==> src/rtl/alu_seq_param.sv <==
// Parametrised ALU: logic/arith ops finish in 1 cycle, RSH/LSH shift 1 bit/cycle (1+k cycles).
// No backpressure: start is only accepted in IDLE and is dropped while busy.
module alu_seq_param #(
    parameter int W  = 8,
    parameter int SW = $clog2(W) + 1
) (
    input  logic         CLK,
    input  logic         Reset,
    input  logic         start,
    input  logic [3:0]   op,
    input  logic [W-1:0] a,
    input  logic [W-1:0] b,
    input  logic         cin,
    output logic         busy,
    output logic         done,
    output logic [W-1:0] result,
    output logic         cout,
    output logic         zero,
    output logic         equal,
    output logic         illegal
);

    localparam logic [3:0] OP_RSH = 4'b0000;
    localparam logic [3:0] OP_XOR = 4'b0001;
    localparam logic [3:0] OP_ADD = 4'b0010;
    localparam logic [3:0] OP_AND = 4'b0011;
    localparam logic [3:0] OP_BRE = 4'b0100;
    localparam logic [3:0] OP_LSH = 4'b0101;
    localparam logic [3:0] OP_SUB = 4'b0110;
    localparam logic [3:0] OP_CLR = 4'b0111;

    localparam logic [1:0] S_IDLE  = 2'd0;
    localparam logic [1:0] S_SHIFT = 2'd1;
    localparam logic [1:0] S_DONE  = 2'd2;

    localparam logic [SW-1:0] W_CNT = SW'(W);

    logic [1:0]    state_q, state_d;
    logic          left_q, left_d;
    logic [SW-1:0] cnt_q, cnt_d;
    logic [W-1:0]  result_q, result_d;
    logic          cout_q, cout_d;
    logic          zero_q, zero_d;
    logic          equal_q, equal_d;
    logic          illegal_q, illegal_d;

    logic [SW-1:0] amt;
    logic [SW-1:0] amt_clamped;
    logic [W:0]    sum;
    logic [W:0]    diff;
    logic [W-1:0]  res_n;
    logic          cout_n;
    logic          is_shift;
    logic [W-1:0]  shifted;
    logic          shift_out;

    assign amt         = b[SW-1:0];
    assign amt_clamped = (amt > W_CNT) ? W_CNT : amt;
    assign sum         = {1'b0, a} + {1'b0, b} + {{W{1'b0}}, cin};
    assign diff        = {1'b0, a} - {1'b0, b};
    assign is_shift    = (op == OP_RSH) || (op == OP_LSH);

    // Single-cycle datapath; a zero-amount shift degenerates to a pass-through of a.
    always_comb begin
        res_n  = '0;
        cout_n = 1'b0;
        case (op)
            OP_XOR:         res_n = a ^ b;
            OP_ADD:         {cout_n, res_n} = sum;
            OP_AND:         res_n = a & b;
            OP_BRE:         res_n = a ^ b;
            OP_SUB: begin
                res_n  = diff[W-1:0];
                cout_n = diff[W];
            end
            OP_RSH, OP_LSH: res_n = a;
            default:        res_n = '0;
        endcase
    end

    always_comb begin
        shifted   = '0;
        shift_out = 1'b0;
        if (left_q) begin
            shifted   = {result_q[W-2:0], 1'b0};
            shift_out = result_q[W-1];
        end else begin
            shifted   = {1'b0, result_q[W-1:1]};
            shift_out = result_q[0];
        end
    end

    always_comb begin
        state_d   = state_q;
        left_d    = left_q;
        cnt_d     = cnt_q;
        result_d  = result_q;
        cout_d    = cout_q;
        zero_d    = zero_q;
        equal_d   = equal_q;
        illegal_d = illegal_q;
        case (state_q)
            S_IDLE: begin
                if (start) begin
                    left_d = (op == OP_LSH);
                    if (op[3]) begin
                        result_d  = '0;
                        cout_d    = 1'b0;
                        zero_d    = 1'b1;
                        equal_d   = 1'b0;
                        illegal_d = 1'b1;
                        state_d   = S_DONE;
                    end else if (is_shift && (amt != '0)) begin
                        result_d = a;
                        cnt_d    = amt_clamped;
                        state_d  = S_SHIFT;
                    end else begin
                        result_d  = res_n;
                        cout_d    = cout_n;
                        zero_d    = (res_n == '0);
                        equal_d   = (op == OP_BRE) && (a == b);
                        illegal_d = 1'b0;
                        state_d   = S_DONE;
                    end
                end
            end
            S_SHIFT: begin
                result_d = shifted;
                cout_d   = shift_out;
                cnt_d    = cnt_q - SW'(1);
                if (cnt_q == SW'(1)) begin
                    zero_d    = (shifted == '0);
                    equal_d   = 1'b0;
                    illegal_d = 1'b0;
                    state_d   = S_DONE;
                end
            end
            S_DONE:  state_d = S_IDLE;
            default: state_d = S_IDLE;
        endcase
    end

    always_ff @(posedge CLK) begin
        if (Reset) begin
            state_q   <= S_IDLE;
            left_q    <= 1'b0;
            cnt_q     <= '0;
            result_q  <= '0;
            cout_q    <= 1'b0;
            zero_q    <= 1'b0;
            equal_q   <= 1'b0;
            illegal_q <= 1'b0;
        end else begin
            state_q   <= state_d;
            left_q    <= left_d;
            cnt_q     <= cnt_d;
            result_q  <= result_d;
            cout_q    <= cout_d;
            zero_q    <= zero_d;
            equal_q   <= equal_d;
            illegal_q <= illegal_d;
        end
    end

    assign busy    = (state_q != S_IDLE);
    assign done    = (state_q == S_DONE);
    assign result  = result_q;
    assign cout    = cout_q;
    assign zero    = zero_q;
    assign equal   = equal_q;
    assign illegal = illegal_q;

endmodule

==> config.mk <==
export PLATFORM = sky130hd
export DESIGN_NAME = alu_seq_param
export DESIGN_NICKNAME = d
export VERILOG_FILES = /design/src/rtl/alu_seq_param.sv
export SDC_FILE = /design/constraint.sdc
export NUM_CORES = 1
export LEC_CHECK = 0
export ABC_CLOCK_PERIOD_IN_PS = 5600
export CAP_MARGIN = 20
export CORE_MARGIN = 5
export CORE_UTILIZATION = 35
export CTS_BUF_LIST = sky130_fd_sc_hd__clkbuf_8
export DETAILED_ROUTE_END_ITERATION = 16
export PLACE_DENSITY = 0.53
export SYNTH_ARGS = -nofsm -noshare
export SYNTH_HDL_FRONTEND = slang
export SYNTH_SLANG_ARGS = --single-unit
==> constraint.sdc <==
create_clock -name CLK -period 5.6 [get_ports CLK]
set_clock_uncertainty 0.1 [all_clocks]
set_input_delay 1.68 -clock CLK [delete_from_list [all_inputs] [get_ports CLK]]
set_output_delay 1.68 -clock CLK [all_outputs]
set_load 0.05 [all_outputs]
==> metrics list <==
* Leakage: roughly 0.0010 uW
- For met2 alone, demand over resource in global routing was 27.3%.
- Average instance area after synthesis: 7.73 um2
- Once the floorplan was initialized, standard cells occupied 36.4% of the core.
- The count of cells in the finished layout, fillers not included, comes to between 300 and 400.
- FF/Latch Area: about 380 um2
- Count of input and output buffers: 37
* Most heavily used metal layer in global routing: met2
- Footprint of the multi-input gates: approximately 1600 um2
- Fin crit period: 4.45 ns
* Tightest Pin Transition: about 0.94 ns
- H-Tree Level Count: 1
- CTS clock-pin slew for the worst setup and hold paths: ~0.08 ns
* Worst Hold Path Cells: 2
* TritonRoute pass-1 iters: 5
- Met3 usage: 1.38%
- Ys async rst share: 0%
- Antenna Diode Count: 0
- In this run, synthesis produced a sequential element count of 19.
- Detailed-route wire length: between 6000 and 7000 um
- The synthesized netlist occupies a cell area of approximately 2200 um2.
- The initial antenna violation count is 0.
* Type of the worst min-delay path: reg -> reg
- By area, the combinational part of the netlist is dominated by compound AO/OA/AOI/OAI gates.
- The post-route netlist has 8.06% of its cells at a drive strength greater than 1.
- Number of placed instances with taps included: approximately 380
- The number of hold buffers added after CTS was 0.
- Row generation in the floorplan step produced 28 rows.
* Chip Width: 89.2 um
- In this run, synthesis inferred 0 flip-flops with an integrated enable.
* Final clock period utilization by the worst path: 79.5%
- Detailed routing inserted a total of 2214 vias.
- The final-report max-slew violation count was 0.
* Data arrival time of the critical path: ~4.5 ns
- Counting every net in the synthesized netlist gives between 300 and 400.
* Total overflow reported by the global router: 0
- Clock Sink Count: 19
* Clock tree from TritonCTS: done
* Die outline area: between 7000 and 8000 um2
- After clock tree synthesis, the repair step resized 0 gates.
- Power Dens Cells: about 170 nW/um2
- Result of the run: completed
- For met1 alone, demand over resource in global routing was 22.8%.
* Number of filler instances in the final layout: 630
* Clock tree buffer depth: 2
* Gp weighted congestion: between 0.8 and 0.9
- Count of warnings emitted by yosys: 0
- Cell with the biggest individual delay on the critical path: sky130_fd_sc_hd__clkdlybuf4s50_1
- Number of nets with antenna violations after routing: 0
* Top post-synthesis cells by area: sky130_fd_sc_hd__dfxtp_1, sky130_fd_sc_hd__ha_1, sky130_fd_sc_hd__nor2_1, sky130_fd_sc_hd__a21oi_1, sky130_fd_sc_hd__inv_1
- The cell count after synthesis came out at between 200 and 300.
- Counting cells, the worst reg-to-reg path comes to 7.
* CP Buf/Inv Count: 3
- The worst setup path is captured at a register.
- The HPWL after detailed placement is 5090 um.
- Adder and majority gate portion of the synthesized area: ~14%
- Total routing resource utilization after global routing: around 16%
- 38 I/O pins were placed.
- Post-detailed-route wirelength per cell: 16.8 um
* Number of setup buffers added after CTS: 0
* Drc violations: 0
- The synthesized netlist contains 67 unique library cells.
- Clock latency on the worst-skew pair, taken at its later pin, is 0.26 ns.
* RSZ-0062 raised after global routing: no
- Minimum hold slack: around 0.37 ns
- In the final design database the tool counted around 360 nets.
* Xor and xnor fraction of the mapped netlist area: ~2.3%
* Area leader, netlist: sky130_fd_sc_hd__dfxtp_1
- Max-cap violations in this run came to 0.
- Of the total synthesized cell area, the portion taken by AND, OR, NAND and NOR gates is between 20% and 30%.
- Worst setup margin: between 1 and 1.5 ns
- Post-synthesis mux area share: between 4 and 5%
- Dividing the detail-routed via count by the number of cells gives around 5.8.
- Summing the sequential cell areas from Yosys gives around 17% of the chip area.
- Timing would allow up to 225 MHz.
- Via count of the first global-routing pass: between 2000 and 2500
- Wire length of the first global-routing pass: roughly 10000 um
- In this design, the stage delay of the slowest critical-path cell is 0.52 ns.
- The number of clock buffers added by TritonCTS is 3.
- Synthesis-to-finish area growth: 20.0%
- In this run the worst path has a maximum fanout of 3.
- Type of origin of the critical path: primary input
- Kind of critical path: in -> reg
- Post-Place Setup Slack: around 0.85 ns
* Max transition margin: about 37%
- Sum Neg Setup Slack: 0 ns
- Setup violators final: 0
- The number of hold violations in the final report was 0.
- CP Cell Sequence: clkdlybuf4s50_1 -> inv_1 -> fa_1 -> inv_1 -> fa_1 -> mux2_2 -> a22oi_1 -> o311ai_0 -> nor2_1 -> nand3_1 -> nor4_1 -> o2bb2ai_1
- At the worst endpoint, the required time is roughly 5.7 ns.
- Buffer cell driving the clock tree root: sky130_fd_sc_hd__clkbuf_8
* IR Drop Worst-Case VDD: about 0.094 mV
- In this run the vertical extent of the chip is ~90 um.
- Critical path's top delay family: adder cells
- Top_reg_cell synth: sky130_fd_sc_hd__dfxtp_1
- Share of Yosys cell area claimed by the top area cell type: between 10% and 20%
- Count of routing violations after the opening detailed-route iteration: between 90 and 100
- Summing the areas of all compound-gate instances in the mapped netlist gives 31.6% of the synthesized area.
* Depth of the critical timing path with buffers and inverters included: 12
- In this run the standard cell core region covers about 6000 um2.
- Entering global routing, the biggest net connects 21 pins.
## cell type report
class | count | share of cell area [%]
Multi-Input combinational cell | 220 | 61.8
Sequential cell | 19 | 14.4
Timing Repair Buffer | 38 | 14.3
Inverter | 29 | 4.13
Tap cell | 75 | 3.56
Clock buffer | 3 | 1.57
Clock inverter | 1 | 0.190
## synth_stat cells (all sizes together) (7+ instances only)
master	count
a21oi	21
buf	9
clkbuf	7
dfxtp	19
ha	19
inv	29
nand2	13
nand3	8
nor2	30
nor3b	7
o21ai	14
## path summary, 6_finish.rpt
kind | from | to | slack [ns]
worst max-delay path | a[0] | zero$_SDFFE_PP0P_ | 1.15
worst min-delay path | cout$_SDFFE_PP0P_ | cout$_SDFFE_PP0P_ | 0.37
worst max register to register | state_q[0]$_SDFFE_PP0P_ | cnt_q[1]$_SDFFE_PP0P_ | 3.44
worst min register to register | cout$_SDFFE_PP0P_ | cout$_SDFFE_PP0P_ | 0.37
## routing by layer
metal | routed length, um | up-vias
met3 | 365 | 8
met5 | 0 | -
li1 | - | 1103
met4 | 74 | 0
met1 | 3000 | 1030
met2 | 3040 | 73
## registers in the layout, summed over array words and instances, names as in the netlist
register	count
left_q	1
cout	1
illegal	1
state_q	2
zero	1
equal	1
result	8
cnt_q	4
## power breakdown
group          leakage [uW]  internal, uW  switching, uW
clock network     0.0000255          49.5           48.3
logic              0.000833          81.1            115
registers          0.000154           140           5.47
## cell families after synthesis
logic type	Yosys count
AO/OA/AOI/OAI	93
AND/OR/NAND/NOR	90
buffers and inverters	45
adder cells (fa/ha/maj)	22
flip-flops	19
multiplexers	10
XOR/XNOR	5
## tightest hold or removal path, cell delays in order, from the launching register on
cell and delay [ns]:
sky130_fd_sc_hd__dfxtp_1 0.31, sky130_fd_sc_hd__inv_1 0.05, sky130_fd_sc_hd__a221oi_1 0.06
## placed cells by master (no fill, tap or decap), types with 3 or more instances in the layout
cell,count
sky130_fd_sc_hd__a222oi_1,4
sky130_fd_sc_hd__dfxtp_1,19
sky130_fd_sc_hd__fa_1,3
sky130_fd_sc_hd__clkdlybuf4s50_1,37
sky130_fd_sc_hd__nor3_1,5
sky130_fd_sc_hd__a21oi_1,21
sky130_fd_sc_hd__nand2_1,13
sky130_fd_sc_hd__o22ai_1,4
sky130_fd_sc_hd__nand2b_1,3
sky130_fd_sc_hd__a21o_1,3
sky130_fd_sc_hd__mux2i_1,5
sky130_fd_sc_hd__o21ai_0,11
sky130_fd_sc_hd__nand4_1,3
sky130_fd_sc_hd__ha_1,19
sky130_fd_sc_hd__a22oi_1,3
sky130_fd_sc_hd__a211oi_1,5
sky130_fd_sc_hd__nor3b_1,5
sky130_fd_sc_hd__a221oi_1,6
sky130_fd_sc_hd__nor2b_1,6
sky130_fd_sc_hd__xnor2_1,4
sky130_fd_sc_hd__inv_1,28
sky130_fd_sc_hd__nor4_1,4
sky130_fd_sc_hd__o31ai_1,5
sky130_fd_sc_hd__mux2_2,5
sky130_fd_sc_hd__nand3_1,8
sky130_fd_sc_hd__nor2_1,30
sky130_fd_sc_hd__clkbuf_8,3
## stage by stage
step           cell area [um2]  total power, uW  util, %
3_3_place_gp              2590              345     43.0
2_1_floorplan             2200              285        -
4_1_cts                   2640              440     43.7
6_report                  2640              440     43.7
3_5_place_dp              2590              343     43.0
5_1_grt                   2640              466     43.7
No activity file was read; power rests on OpenSTA's default activity.
==> variant: new RTL, same settings <==
Make the reset (`Reset`) asynchronous in one clocked block.
--- a/src/rtl/alu_seq_param.sv
+++ b/src/rtl/alu_seq_param.sv
@@ -142,3 +142,3 @@
 
-    always_ff @(posedge CLK) begin
+    always_ff @(posedge CLK or posedge Reset) begin
         if (Reset) begin
Behaviour: differs if Reset is asserted again (counterexample within 4 cycles, from zero or initial values and one cycle with Reset high); with Reset held inactive, the same outputs for 10 cycles.
==> variant against the unedited design <==
- worst setup slack lost 22 ps
- largest cell class unchanged
- global-route usage grew 0.94 points
- critical path depth decreased by 2
- final area down 1.4%
- register-to-register slack got worse by 80 ps
- critical endpoint is now zero$_DFFE_PP0P_
- sequential cell count did not move
- wire length fell by 0.88%
- total power increased by 41%
- worst hold slack better by 45 ps
- area after synthesis is 2.4% lower
==> variant: results (changes against the unedited design) <==
[final_layout]
inv_count=25  ; -14%
buffers=41  ; +7.9%
multi_input_area_share=0.5727  ; -0.04502
seq_area_sq_um=475.5  ; +25%
buf_share=0.1541  ; +0.01074
multi_input_cells=201  ; -8.6%
fillers=592  ; -6.0%
post_route_cells_drive_above_1_share=0.06207  ; -0.01858
clock_area_frac=0.01782  ; +0.0002539

[grt]
gr-usage-met2=0.2910  ; +0.01768
grt_pass1_vias=2063  ; +1.8%
grt_usage=0.1735  ; +0.009397
grt_max_degree=20  ; -4.8%
met3_usage=0.009311  ; -0.004514

[detailed_routing]
dr_wl_met2_um=3085  ; +1.5%
dr_wl_met3_um=337  ; -7.7%
vias=2162  ; -2.3%
drt_iter0_markers=153  ; +63%
routed_wl_um=6419  ; -0.88%

[setup_path]
crit_family=compound AO/OA/AOI/OAI gates
rr_startpoint=state_q[0]$_DFFE_PP0P_
max_stage_delay_ps=550  ; +30 ps
reg2reg_to=cnt_q[3]$_DFFE_PP0P_
critPathMaxFanout=8  ; +5
startpoint=b[2]
arrival_ps=4570  ; +40 ps
r2r_slack_ps=3360  ; -80 ps
endpoint=zero$_DFFE_PP0P_

[pwr]
peakVddDrop_mv=0.1700  ; +81%
p_clk_frac=0.154  ; -0.068
pwr-share-comb=0.519  ; +0.073
total_power_mw=0.6199  ; +41%
pwr_density_cell_nw_per_um2=238.7  ; +43%
p_leak_nw=1.105  ; +9.1%

[synthesis]
synth_area_leaders=dfrtp_1 22%, ha_1 11%, inv_1 4.4%
synthMuxAreaShare=0.04262  ; -0.005818
syn_avg_cell_area_sq_um=8.307  ; +7.4%
async_reset_ff_frac=1.000  ; +1.000
synth-xor-area-share=0.01985  ; -0.003514
synth_fp_nets=304  ; -7.9%
synth_compound_area_frac=0.2697  ; -0.04597
yosysUniqueCellTypes=59  ; -12%
synth_adder_area_share=0.1389  ; +0.003325
synth_ff_type=dfrtp_1

[floorplanning]
die_area_sq_um=7789  ; -2.1%

[placed_design]
routabilityCongestion=0.8497  ; +0.26%
dp_worst_setup_slack_ps=861.6  ; +7.455 ps
dpl_cell_area_sq_um=2551  ; -1.4%
hpwl_um=5042  ; -1.0%
dp.cells=361  ; -5.2%

[sta]
whs_ps=418.5  ; +45.21 ps
period_share=0.7985  ; +0.003988

[status]
outcome=completed

==> variant: changes by cell type in the layout (fill, tap and decap cells not counted), sizes merged, moves of 5 or more <==
cell,delta
a221o,+5
dfrtp,+19
dfxtp,-19
nand2,+5
nor2,-16
o21bai,+5
o221ai,+6
==> variant: how the worst min path moves through the flow <==
stage                              start              endpoint  cells after the start
floorplan           cnt_q[2]$_DFFE_PP0P_  cnt_q[2]$_DFFE_PP0P_                      1
global placement       equal$_DFFE_PP0P_     equal$_DFFE_PP0P_                      1
detailed placement     equal$_DFFE_PP0P_     equal$_DFFE_PP0P_                      1
CTS                    equal$_DFFE_PP0P_     equal$_DFFE_PP0P_                      1
global route           equal$_DFFE_PP0P_     equal$_DFFE_PP0P_                      1
finish                 equal$_DFFE_PP0P_     equal$_DFFE_PP0P_                      1
